File: config.mk
export PLATFORM = sky130hd
export DESIGN_NAME = mem_access_unit
export DESIGN_NICKNAME = d
export VERILOG_FILES = /design/src/rtl/mem_access_unit.sv
export SDC_FILE = /design/constraint.sdc
export NUM_CORES = 1
export LEC_CHECK = 0
export ABC_AREA = 0
export BUFFER_PORTS_ARGS = -buffer_cell sky130_fd_sc_hd__buf_2
export CAP_MARGIN = 25
export CORE_UTILIZATION = 40
export CTS_CLUSTER_SIZE = 12
export DETAILED_ROUTE_END_ITERATION = 6
export GPL_ROUTABILITY_DRIVEN = 1
export GPL_TIMING_DRIVEN = 0
export PLACE_DENSITY = 0.76
export RECOVER_POWER = 100
export SETUP_SLACK_MARGIN = 0.02
export SLEW_MARGIN = 10
export SYNTH_ARGS = -nofsm -noshare
export SYNTH_HDL_FRONTEND = slang
export SYNTH_SLANG_ARGS = --single-unit
export TNS_END_PERCENT = 100
File: constraint.sdc
create_clock -name clk -period 8.8 [get_ports clk]
set_input_delay 1.76 -clock clk [delete_from_list [all_inputs] [get_ports clk]]
set_output_delay 1.76 -clock clk [all_outputs]
set_load 0.005 [all_outputs]
File: src/rtl/mem_access_unit.sv
// Data-memory access unit: IDLE/BUSY/DONE handshake to a single-cycle-ack bus, with byte/half/word lanes.
// Optional build macro MEM_MISALIGN_TRAP_EN: misaligned half/word accesses skip the bus and pulse Misalign_M.
module mem_access_unit (
  input  logic        clk,
  input  logic        rst,
  input  logic        MemWrite_M,
  input  logic [1:0]  ResultSrc_M,
  input  logic [1:0]  SizeSrc_M,
  input  logic        LoadSign_M,
  input  logic [31:0] ALUResult_M,
  input  logic [31:0] WriteData_M,
  output logic [31:0] ReadData_M,
  output logic        Stall_M,
  output logic        dmem_req,
  output logic        dmem_we,
  output logic [31:0] dmem_addr,
  output logic [31:0] dmem_wdata,
  output logic [3:0]  dmem_be,
  input  logic        dmem_ack,
  input  logic [31:0] dmem_rdata,
  output logic        Misalign_M
);

  typedef enum logic [1:0] {IDLE, BUSY, DONE} state_t;

  state_t      state;
  logic        access;
  logic [3:0]  be_next;
  logic [31:0] wdata_next;
  logic [1:0]  size_reg;
  logic [1:0]  lane_reg;
  logic        sign_reg;
  logic [7:0]  lane_byte;
  logic [15:0] lane_half;
  logic [31:0] load_ext;

  assign access  = MemWrite_M | (ResultSrc_M == 2'b01);
  assign Stall_M = ((state == IDLE) && access) || (state == BUSY);

  always_comb begin
    be_next    = 4'b1111;
    wdata_next = WriteData_M;
    case (SizeSrc_M)
      2'b10: begin
        be_next    = 4'b0001 << ALUResult_M[1:0];
        wdata_next = {4{WriteData_M[7:0]}};
      end
      2'b01: begin
        be_next    = ALUResult_M[1] ? 4'b1100 : 4'b0011;
        wdata_next = {2{WriteData_M[15:0]}};
      end
      default: ;
    endcase
  end

  // Lane select and extension use the size/offset captured at request time.
  always_comb begin
    lane_byte = dmem_rdata[{lane_reg, 3'b000} +: 8];
    lane_half = lane_reg[1] ? dmem_rdata[31:16] : dmem_rdata[15:0];
    case (size_reg)
      2'b10:   load_ext = {{24{sign_reg & lane_byte[7]}}, lane_byte};
      2'b01:   load_ext = {{16{sign_reg & lane_half[15]}}, lane_half};
      default: load_ext = dmem_rdata;
    endcase
  end

`ifdef MEM_MISALIGN_TRAP_EN
  logic misaligned;
  assign misaligned = ((SizeSrc_M == 2'b01) && ALUResult_M[0]) ||
                      ((SizeSrc_M != 2'b01) && (SizeSrc_M != 2'b10) && (ALUResult_M[1:0] != 2'b00));
`else
  assign Misalign_M = 1'b0;
`endif

  always_ff @(posedge clk or posedge rst) begin
    if (rst) begin
      state      <= IDLE;
      ReadData_M <= 32'd0;
      dmem_req   <= 1'b0;
      dmem_we    <= 1'b0;
      dmem_addr  <= 32'd0;
      dmem_wdata <= 32'd0;
      dmem_be    <= 4'd0;
      size_reg   <= 2'd0;
      lane_reg   <= 2'd0;
      sign_reg   <= 1'b0;
`ifdef MEM_MISALIGN_TRAP_EN
      Misalign_M <= 1'b0;
`endif
    end else begin
      case (state)
        IDLE: begin
          if (access) begin
`ifdef MEM_MISALIGN_TRAP_EN
            if (misaligned) begin
              state      <= DONE;
              Misalign_M <= 1'b1;
            end else
`endif
            begin
              state      <= BUSY;
              dmem_req   <= 1'b1;
              dmem_we    <= MemWrite_M;
              dmem_addr  <= {ALUResult_M[31:2], 2'b00};
              dmem_wdata <= wdata_next;
              dmem_be    <= be_next;
              size_reg   <= SizeSrc_M;
              lane_reg   <= ALUResult_M[1:0];
              sign_reg   <= LoadSign_M;
            end
          end
        end
        BUSY: begin
          if (dmem_ack) begin
            state    <= DONE;
            dmem_req <= 1'b0;
            if (!dmem_we) ReadData_M <= load_ext;
          end
        end
        DONE: begin
          state <= IDLE;
`ifdef MEM_MISALIGN_TRAP_EN
          Misalign_M <= 1'b0;
`endif
        end
        default: state <= IDLE;
      endcase
    end
  end

endmodule

==> flow_metrics.tcl, run 1 <==
set metrics [dict create \
    outcome "complete, but fails checks" \
    violations "capacitance limit, slew limit" \
    hold_violations 0 \
    root_buffer "clkbuf_16" \
    dp_hpwl_mm 11.0 \
    routed_via_density 5.01 \
    r2r_slack_ns 6.35 \
    drc 0 \
    cts_tree "built" \
    clkTransAtPathRegs_ns 0.07 \
    max_freq_ghz 0.183 \
    finalNetCount 877 \
    die_h_um 114 \
    cts_made_buffers 9 \
    routabilityCongestion 0.920 \
    fin_crit_ns 5.47 \
    yosysTopAreaCellShare_pct 53.2 \
    critPathBufInv 3 \
    whs_ns 0.469 \
    cp_cell_sequence "buf_2, clkinvlp_2, clkbuf_1" \
    crit-reg2reg-launch "size_reg[0]" \
    hold_buffers 0 \
    drive_gt1_share_pct 26.0 \
    yosys-top-cells-area "dfrtp_1 (53%), nand2_1 (12%), nor2_1 (3.7%), o22a_1 (2.8%), nand3_1 (2.2%)" \
    drt_pass1_iterations 5 \
    drv_slew 110 \
    start_kind "input port" \
    peakVddDrop_mv 0.200 \
    cap_violations 2 \
    required_ns 8.64 \
    synth_cells 549 \
    area_growth_syn_to_layout_pct 29.0 \
    min_from "dmem_addr[28]" \
    tightest_slew_ns 2.82 \
    io_buffer_count 205 \
    cts.sinks 107 \
    io_pins 209 \
    fin_crit_sh_pct 62.2 \
    die_area_sq_mm 0.0130 \
    synth_seq_cells 107 \
    rr_endpoint "ReadData_M[11]" \
    drtIter0Drc 387 \
    worstPathArrival_ns 5.32 \
    post_drt_wl_per_cell_um 15.3 \
    grt_overflow 0 \
    antenna_found_initial 0 \
    cts_setup_buffers 0 \
    yosysSeqAreaShare_pct 53.2 \
    cts_buffer_depth 2 \
    grt_max_degree 56 \
    ys_types 37 \
    cp_slowest_stage_delay_ns 2.08 \
    power.density_mw_per_mm2 345 \
    synth.cell_area_sq_mm 0.00504 \
    core_sq_mm 0.0122 \
    reg_top3 "ReadData_M x32, dmem_wdata x32, dmem_addr x30" \
    grt_pass1_wl_mm 22.9 \
    synth_top_cell_by_area "dfrtp_1" \
    totalWireLength_mm 14.4 \
    reg2reg_depth 6 \
    worstPathMaxFanout 55 \
    drtAntennaViolNets 0 \
    skew_ns 0.00942 \
    grt.total_usage_pct 23.0 \
    critPathKind "input port to asynchronous set/reset pin" \
    avgSynthCellArea_sq_um 9.17 \
    critPathCaptureType "asynchronous set/reset pin" \
    cts_resized 0 \
    crit_slowest_cell "clkbuf_1" \
    rsz0062_at_grt "no" \
    yosysWarnings 0 \
    cp_top_family "buffers and inverters" \
    fp-row-count 40 \
    min_path_cells 2 \
    diodes 0 \
    clock_latency_ns 0.35 \
    vias 4714 \
    p_leak_nw 3.32 \
    final_util_pct 53.4 \
    h-tree-depth 3 \
    relSlewSlack_pct -88.2 \
    die_w_um 114 \
    final.setup.tns_ns 0 \
    whs_endpoint "dmem_addr[28]" \
    start_util_pct 41.4 \
    hp-class "register to register" \
    finalSetupViolCount 0 \
    grt_pass1_vias 4545 \
]
## routing by layer
layer / vias to the layer above / wire, um / track usage, %
li1: 2259 / - / -
met1: 2192 / 5860 / 27.7
met2: 235 / 6810 / 37.4
met3: 28 / 1310 / 7.94
met4: 0 / 395 / 9.87
met5: - / 0 / 0
## worst register-to-register path: cells and delay by family (launching register included)
kind / cells / cell delay [ns]
compound gates: 2 / 1.24
fa+ha+maj: 1 / 0.28
buf+inv: 2 / 0.24
flops: 1 / 0.35
simple gates: 1 / 0.17
## layout by cell type (no fill, tap or decap), types with 3 or more instances in the layout
| master | instances |
|---|---|
| conb_1 | 3 |
| nand2b_1 | 10 |
| a21oi_1 | 17 |
| nor2_1 | 51 |
| a221oi_1 | 8 |
| nand2_1 | 166 |
| buf_2 | 153 |
| clkbuf_16 | 9 |
| o21ai_0 | 24 |
| ha_1 | 4 |
| o22a_1 | 16 |
| nand3_1 | 22 |
| nand3_2 | 11 |
| o21ai_1 | 3 |
| dfrtp_1 | 107 |
| buf_4 | 6 |
| inv_1 | 8 |
| a22oi_1 | 8 |
| mux2i_1 | 7 |
| clkbuf_1 | 83 |
| o31ai_1 | 7 |
| and2_1 | 16 |
| a22oi_2 | 8 |
## metrics by stage
stage | power, mW | area [sq um] | setup WS [ns] | instances
floorplan | 1.44 | 5040 | 4.22 | 551
global placement | 1.83 | 6280 | 2.84 | 924
detailed placement | 1.86 | 6310 | 4.06 | 925
CTS | 2.31 | 6640 | 4.06 | 940
global route | 2.42 | 6500 | 2.38 | 940
finish | 2.24 | 6500 | 3.33 | 940
## power breakdown
group	switching [mW]	internal, mW	leakage [nW]	total, mW
sequential	0.130	0.723	1.31	0.853
combinational	0.554	0.394	1.85	0.948
clock	0.183	0.257	0.155	0.440
## cell families (layout without fill, tap and decap cells)
| kind of cell | count (synthesis) | count (layout) | share of synthesized area (%) |
|---|---|---|---|
| buffers and inverters | 48 | 269 | 4.87 |
| adder cells (fa/ha/maj) | 4 | 4 | 0.994 |
| multiplexers | 10 | 10 | 2.16 |
| AO/OA/AOI/OAI | 97 | 97 | 14.0 |
| other | 1 | 3 | 0.0745 |
| flip-flops | 107 | 107 | 53.2 |
| AND/OR/NAND/NOR | 282 | 282 | 24.7 |
## synthesized netlist by cell type, drive strengths merged
master / number
nand2: 166
dfrtp: 107
nor2: 52
nand3: 33
o21ai: 27
buf: 26
a21oi: 17
a22oi: 16
and2: 16
o22a: 16
clkbuf: 13
nand2b: 10
inv: 9
mux2i: 9
a221oi: 8
o31ai: 7
ha: 4
a21o: 2
o22ai: 2
a21boi: 1
and2b: 1
conb: 1
mux2: 1
nand3b: 1
nand4bb: 1
nor2b: 1
nor3: 1
o21a: 1
## cell type report
type                       count  area, sq um
buffer                        39          191
clock buffer                  10          239
clock inverter                 5         85.1
fill                        1208         5660
inverter                       9         35.0
multi-input combinational    396         2100
sequential                   107         2680
tap                          168          210
timing repair buffer         206          957
## worst max path at each step
stage,to,from,depth (start not counted)
2_1_floorplan,ReadData_M[0],rst,1
3_3_place_gp,dmem_addr[31],rst,2
3_5_place_dp,Stall_M,ResultSrc_M[0],7
4_1_cts,Stall_M,ResultSrc_M[0],7
5_1_grt,ReadData_M[6],rst,3
6_report,ReadData_M[11],rst,3
(Power assumes the default switching activity.)
==> run 2: changes to the inputs <==
clock period = 5.3 ns   (was 8.8 ns; I/O delays follow)
==> flow_metrics.tcl, run 2 (synthesis results as in run 1) <==
set metrics [dict create \
    outcome "complete, but fails checks" \
    violations "capacitance limit, slew limit" \
    start_util_pct 41.4 \
    cts.sinks 107 \
    hold_violations 0 \
    crit-reg2reg-launch "size_reg[0]" \
    drc 0 \
    antenna_found_initial 0 \
    critPathKind "input port to output pin" \
    p_seq_share_pct 38.1 \
    clockPowerShare_pct 19.6 \
    finalSetupViolCount 0 \
    p_sw_mw 1.44 \
    intPower_mw 2.28 \
    routed_via_density 5.03 \
    reg_top3 "ReadData_M x32, dmem_wdata x32, dmem_addr x30" \
    final_cell_mix "nand2_1 (166), buf_2 (153), dfrtp_1 (107), clkbuf_1 (82), nor2_1 (50)" \
    stdcell_area_sq_mm 0.00651 \
    rsz0062_at_grt "no" \
    io_buffer_count 205 \
    root_buffer "clkbuf_16" \
    grt_pass1_wl_mm 22.9 \
    r2r_slack_ns 2.80 \
    h-tree-depth 3 \
    min_from "dmem_addr[28]" \
    core_sq_mm 0.0122 \
    dp_hpwl_mm 11.0 \
    clock_latency_ns 0.35 \
    grt_pass1_vias 4545 \
    max_freq_ghz 0.254 \
    drtAntennaViolNets 0 \
    cts_made_buffers 9 \
    pre_cts_ws_ns 1.96 \
    grt_max_degree 56 \
    fp-row-count 40 \
    crit_slowest_cell "o21ai_0" \
    skew_ns 0.00885 \
    clkTransAtPathRegs_ns 0.07 \
    cp_slowest_stage_delay_ns 0.49 \
    area_growth_syn_to_layout_pct 29.3 \
    cp_cell_sequence "buf_2, nor2b_1, o21ai_0, clkbuf_1, clkbuf_1, nand2_1, clkbuf_1" \
    cts_tree "built" \
    path_common_cell "clkbuf_1" \
    grt_overflow 0 \
    tightest_slew_ns 2.49 \
    fin_crit_ns 3.93 \
    fin_crit_sh_pct 74.2 \
    grt.total_usage_pct 23.0 \
    placed_area_sq_mm 0.00631 \
    die_h_um 114 \
    final.setup.tns_ns 0 \
    cts_setup_buffers 0 \
    diodes 0 \
    required_ns 4.24 \
    vias 4728 \
    cts_buffer_depth 2 \
    drive_gt1_share_pct 26.0 \
    io_pins 209 \
    totalWireLength_mm 14.4 \
    cts_resized 0 \
    hold_buffers 0 \
    routabilityCongestion 0.920 \
    drv_slew 55 \
    final_common_cell "nand2_1" \
    finalNetCount 877 \
    rr_endpoint "ReadData_M[11]" \
    p_sw_share_pct 38.7 \
    p_leak_nw 3.33 \
    drt_pass1_iterations 5 \
    drtIter0Drc 465 \
    start_kind "input port" \
    hp-class "register to register" \
    fin_ws_ns 1.37 \
    critPathCaptureType "output pin" \
    whs_endpoint "dmem_addr[28]" \
    cap_violations 1 \
    relSlewSlack_pct -66.8 \
    p_comb_share_pct 42.3 \
    worstPathMaxFanout 10 \
    reg2reg_depth 6 \
    worstPathArrival_ns 2.87 \
    peakVddDrop_mv 0.332 \
    min_path_cells 2 \
    die_w_um 114 \
    power.density_mw_per_mm2 572 \
    die_area_sq_mm 0.0130 \
    post_drt_wl_per_cell_um 15.4 \
]
-- run 2: how the worst max path moves through the flow --
stage,from,end,slack [ns],cells after the start
6_report,ResultSrc_M[0],Stall_M,1.37,7
5_1_grt,ResultSrc_M[0],Stall_M,1.18,7
4_1_cts,ResultSrc_M[0],Stall_M,1.96,7
3_5_place_dp,ResultSrc_M[0],Stall_M,1.96,7
3_3_place_gp,rst,dmem_addr[31],0.04,2
2_1_floorplan,rst,ReadData_M[0],1.42,1
-- run 2: stage by stage --
step                hold slack, ns  instances  utilization [%]  total power [mW]
CTS                          0.472        940             54.6              3.83
finish                       0.469        940             53.5              3.72
global placement             0.450        924             51.6              3.04
floorplan                    0.463        551                -              2.39
global route                 0.486        940             53.5              4.02
detailed placement           0.456        925             51.9              3.08
-- run 2: layout make-up --
type,instances,area (sq um)
fill,1202,5650
sequential,107,2680
multi-input combinational,396,2100
timing repair buffer,206,980
clock buffer,10,239
tap,168,210
buffer,39,189
clock inverter,5,85.1
inverter,9,35.0
-- run 2: power groups by stage --
| stage | Combinational [mW] | Clock (mW) | Sequential (mW) |
|---|---|---|---|
| final | 1.58 | 0.732 | 1.42 |
| after global routing | 1.77 | 0.788 | 1.46 |
| after CTS | 1.67 | 0.755 | 1.41 |
| after detailed placement | 1.66 | 0 | 1.42 |
| after global placement | 1.63 | 0 | 1.41 |
| after floorplan | 0.954 | 0 | 1.44 |
-- run 2: worst max-delay path: cells and delay by family --
family | cells | cell delay [ns]
buf+inv | 4 | 1.07
compound gates | 1 | 0.49
simple gates | 2 | 0.25
-- run 2: routing by layer --
metal	track usage, %	share of wire (%)	vias to the layer above
li1	-	-	2258
met3	7.94	9.1	32
met2	37.4	47	252
met4	9.87	3.0	0
met5	0	0	-
met1	27.7	41	2186
==> run 3: changes to the inputs <==
PLACE_DENSITY = 0.78   (was 0.76)
clock period = 3.4 ns   (was 5.3 ns; I/O delays follow)
==> flow_metrics.tcl, run 3 (synthesis results as in run 1) <==
set metrics [dict create \
    peakVddDrop_mv 0.440 \
    relSlewSlack_pct -16.5 \
    routabilityCongestion 0.911 \
    critPathBufInv 4 \
    drive_gt1_share_pct 26.8 \
    fin_crit_sh_pct 83.2 \
    h-tree-depth 3 \
    start_util_pct 41.4 \
    cts.sinks 107 \
    finalNetCount 879 \
    start_kind "input port" \
    placed_area_sq_mm 0.00634 \
    tightest_slew_ns 1.75 \
    critPathCaptureType "output pin" \
    fill_cells 1210 \
    hold_buffers 0 \
    hold_violations 0 \
    cp_slowest_stage_delay_ns 0.42 \
    cts_made_buffers 9 \
    routed_via_density 5.10 \
    die_w_um 114 \
    cp_top_family "buffers and inverters" \
    violations "capacitance limit, slew limit" \
    power.density_mw_per_mm2 892 \
    drv_slew 30 \
    drt_pass1_iterations 5 \
    final_cell_mix "nand2_1 (166), buf_2 (156), dfrtp_1 (107), clkbuf_1 (80), nor2_1 (50)" \
    post_drt_wl_per_cell_um 15.5 \
    final.setup.tns_ns 0 \
    stdcell_area_sq_mm 0.00655 \
    cts_resized 0 \
    max_freq_ghz 0.353 \
    final_common_cell "nand2_1" \
    fin_ws_ns 0.570 \
    vias 4811 \
    drtAntennaViolNets 0 \
    area_growth_syn_to_layout_pct 30.0 \
    clock_latency_ns 0.35 \
    fp-row-count 40 \
    skew_ns 0.00998 \
    diodes 0 \
    cap_violations 1 \
    worstPathArrival_ns 2.15 \
    core_sq_mm 0.0122 \
    grt_pass1_vias 4772 \
    pre_cts_ws_ns 0.821 \
    critPathKind "input port to output pin" \
    hp-class "input port to asynchronous set/reset pin" \
    reg_top3 "ReadData_M x32, dmem_wdata x32, dmem_addr x30" \
    outcome "complete, but fails checks" \
    root_buffer "clkbuf_16" \
    die_area_sq_mm 0.0130 \
    grt_overflow 0 \
    io_buffer_count 205 \
    grt.total_usage_pct 23.4 \
    grt_max_degree 35 \
    power.total_mw 5.84 \
    cts_setup_buffers 0 \
    io_pins 209 \
    die_h_um 114 \
    required_ns 2.72 \
    path_common_cell "buf_2" \
    fin_crit_ns 2.83 \
    drtIter0Drc 376 \
    clkTransAtPathRegs_ns 0.07 \
    cts_buffer_depth 2 \
    drc 0 \
    worstPathMaxFanout 10 \
    totalWireLength_mm 14.6 \
    cp_cell_sequence "buf_2, nor2b_1, o21ai_0, buf_2, buf_2, nand2_1, clkbuf_1" \
    finalSetupViolCount 0 \
    dp_hpwl_mm 11.2 \
    p_leak_nw 3.35 \
    final_util_pct 53.8 \
    crit_slowest_cell "o21ai_0" \
    antenna_found_initial 0 \
    cts_tree "built" \
    rsz0062_at_grt "no" \
    grt_pass1_wl_mm 23.4 \
]
run 3: changes by cell type in the layout (fill, tap and decap cells not counted), moves of 3 or more:
cell	previous run	this run
o21ai_0	24	20
and2_1	16	9
and2_0	0	7
o21ai_1	3	7
buf_2	153	156
run 3: per-layer routing:
layer / track usage, % / wire length (um) / up-vias
met3: 7.99 / 1310 / 23
met1: 27.6 / 5950 / 2283
met5: 0 / 0 / -
met4: 7.62 / 288 / 0
li1: - / - / 2268
met2: 40.0 / 7070 / 237
run 3: final cells by class:
class | count | area, sq um | share of cell area [%]
buffer | 39 | 199 | 3.04
clock buffer | 10 | 239 | 3.65
clock inverter | 6 | 91.3 | 1.40
inverter | 9 | 35.0 | 0.535
multi-input combinational | 396 | 2100 | 32.1
sequential | 107 | 2680 | 40.9
tap | 168 | 210 | 3.21
timing repair buffer | 208 | 993 | 15.2
run 3: worst paths after layout:
path,slack [ns],cells past startpoint,startpoint,endpoint
hold / removal,0.34,2,rst,ReadData_M[22]
setup / recovery,0.57,7,ResultSrc_M[0],Stall_M
setup reg to reg,0.91,6,size_reg[0],ReadData_M[14]
hold reg to reg,0.47,2,dmem_addr[5],dmem_addr[5]
max in group asynchronous,1.09,3,rst,dmem_wdata[21]
min in group clk,0.47,2,dmem_addr[5],dmem_addr[5]
run 3: stage by stage:
stage / hold slack [ns] / instances
detailed placement: 0.453 / 927
CTS: 0.281 / 943
finish: 0.342 / 943
global placement: 0.450 / 924
global route: 0.359 / 943
floorplan: 0.463 / 551
run 3: where the power goes:
| part | switching [mW] | internal [mW] | leakage (nW) |
|---|---|---|---|
| registers | 0.328 | 1.87 | 1.31 |
| clock network | 0.486 | 0.673 | 0.164 |
| logic | 1.45 | 1.03 | 1.88 |
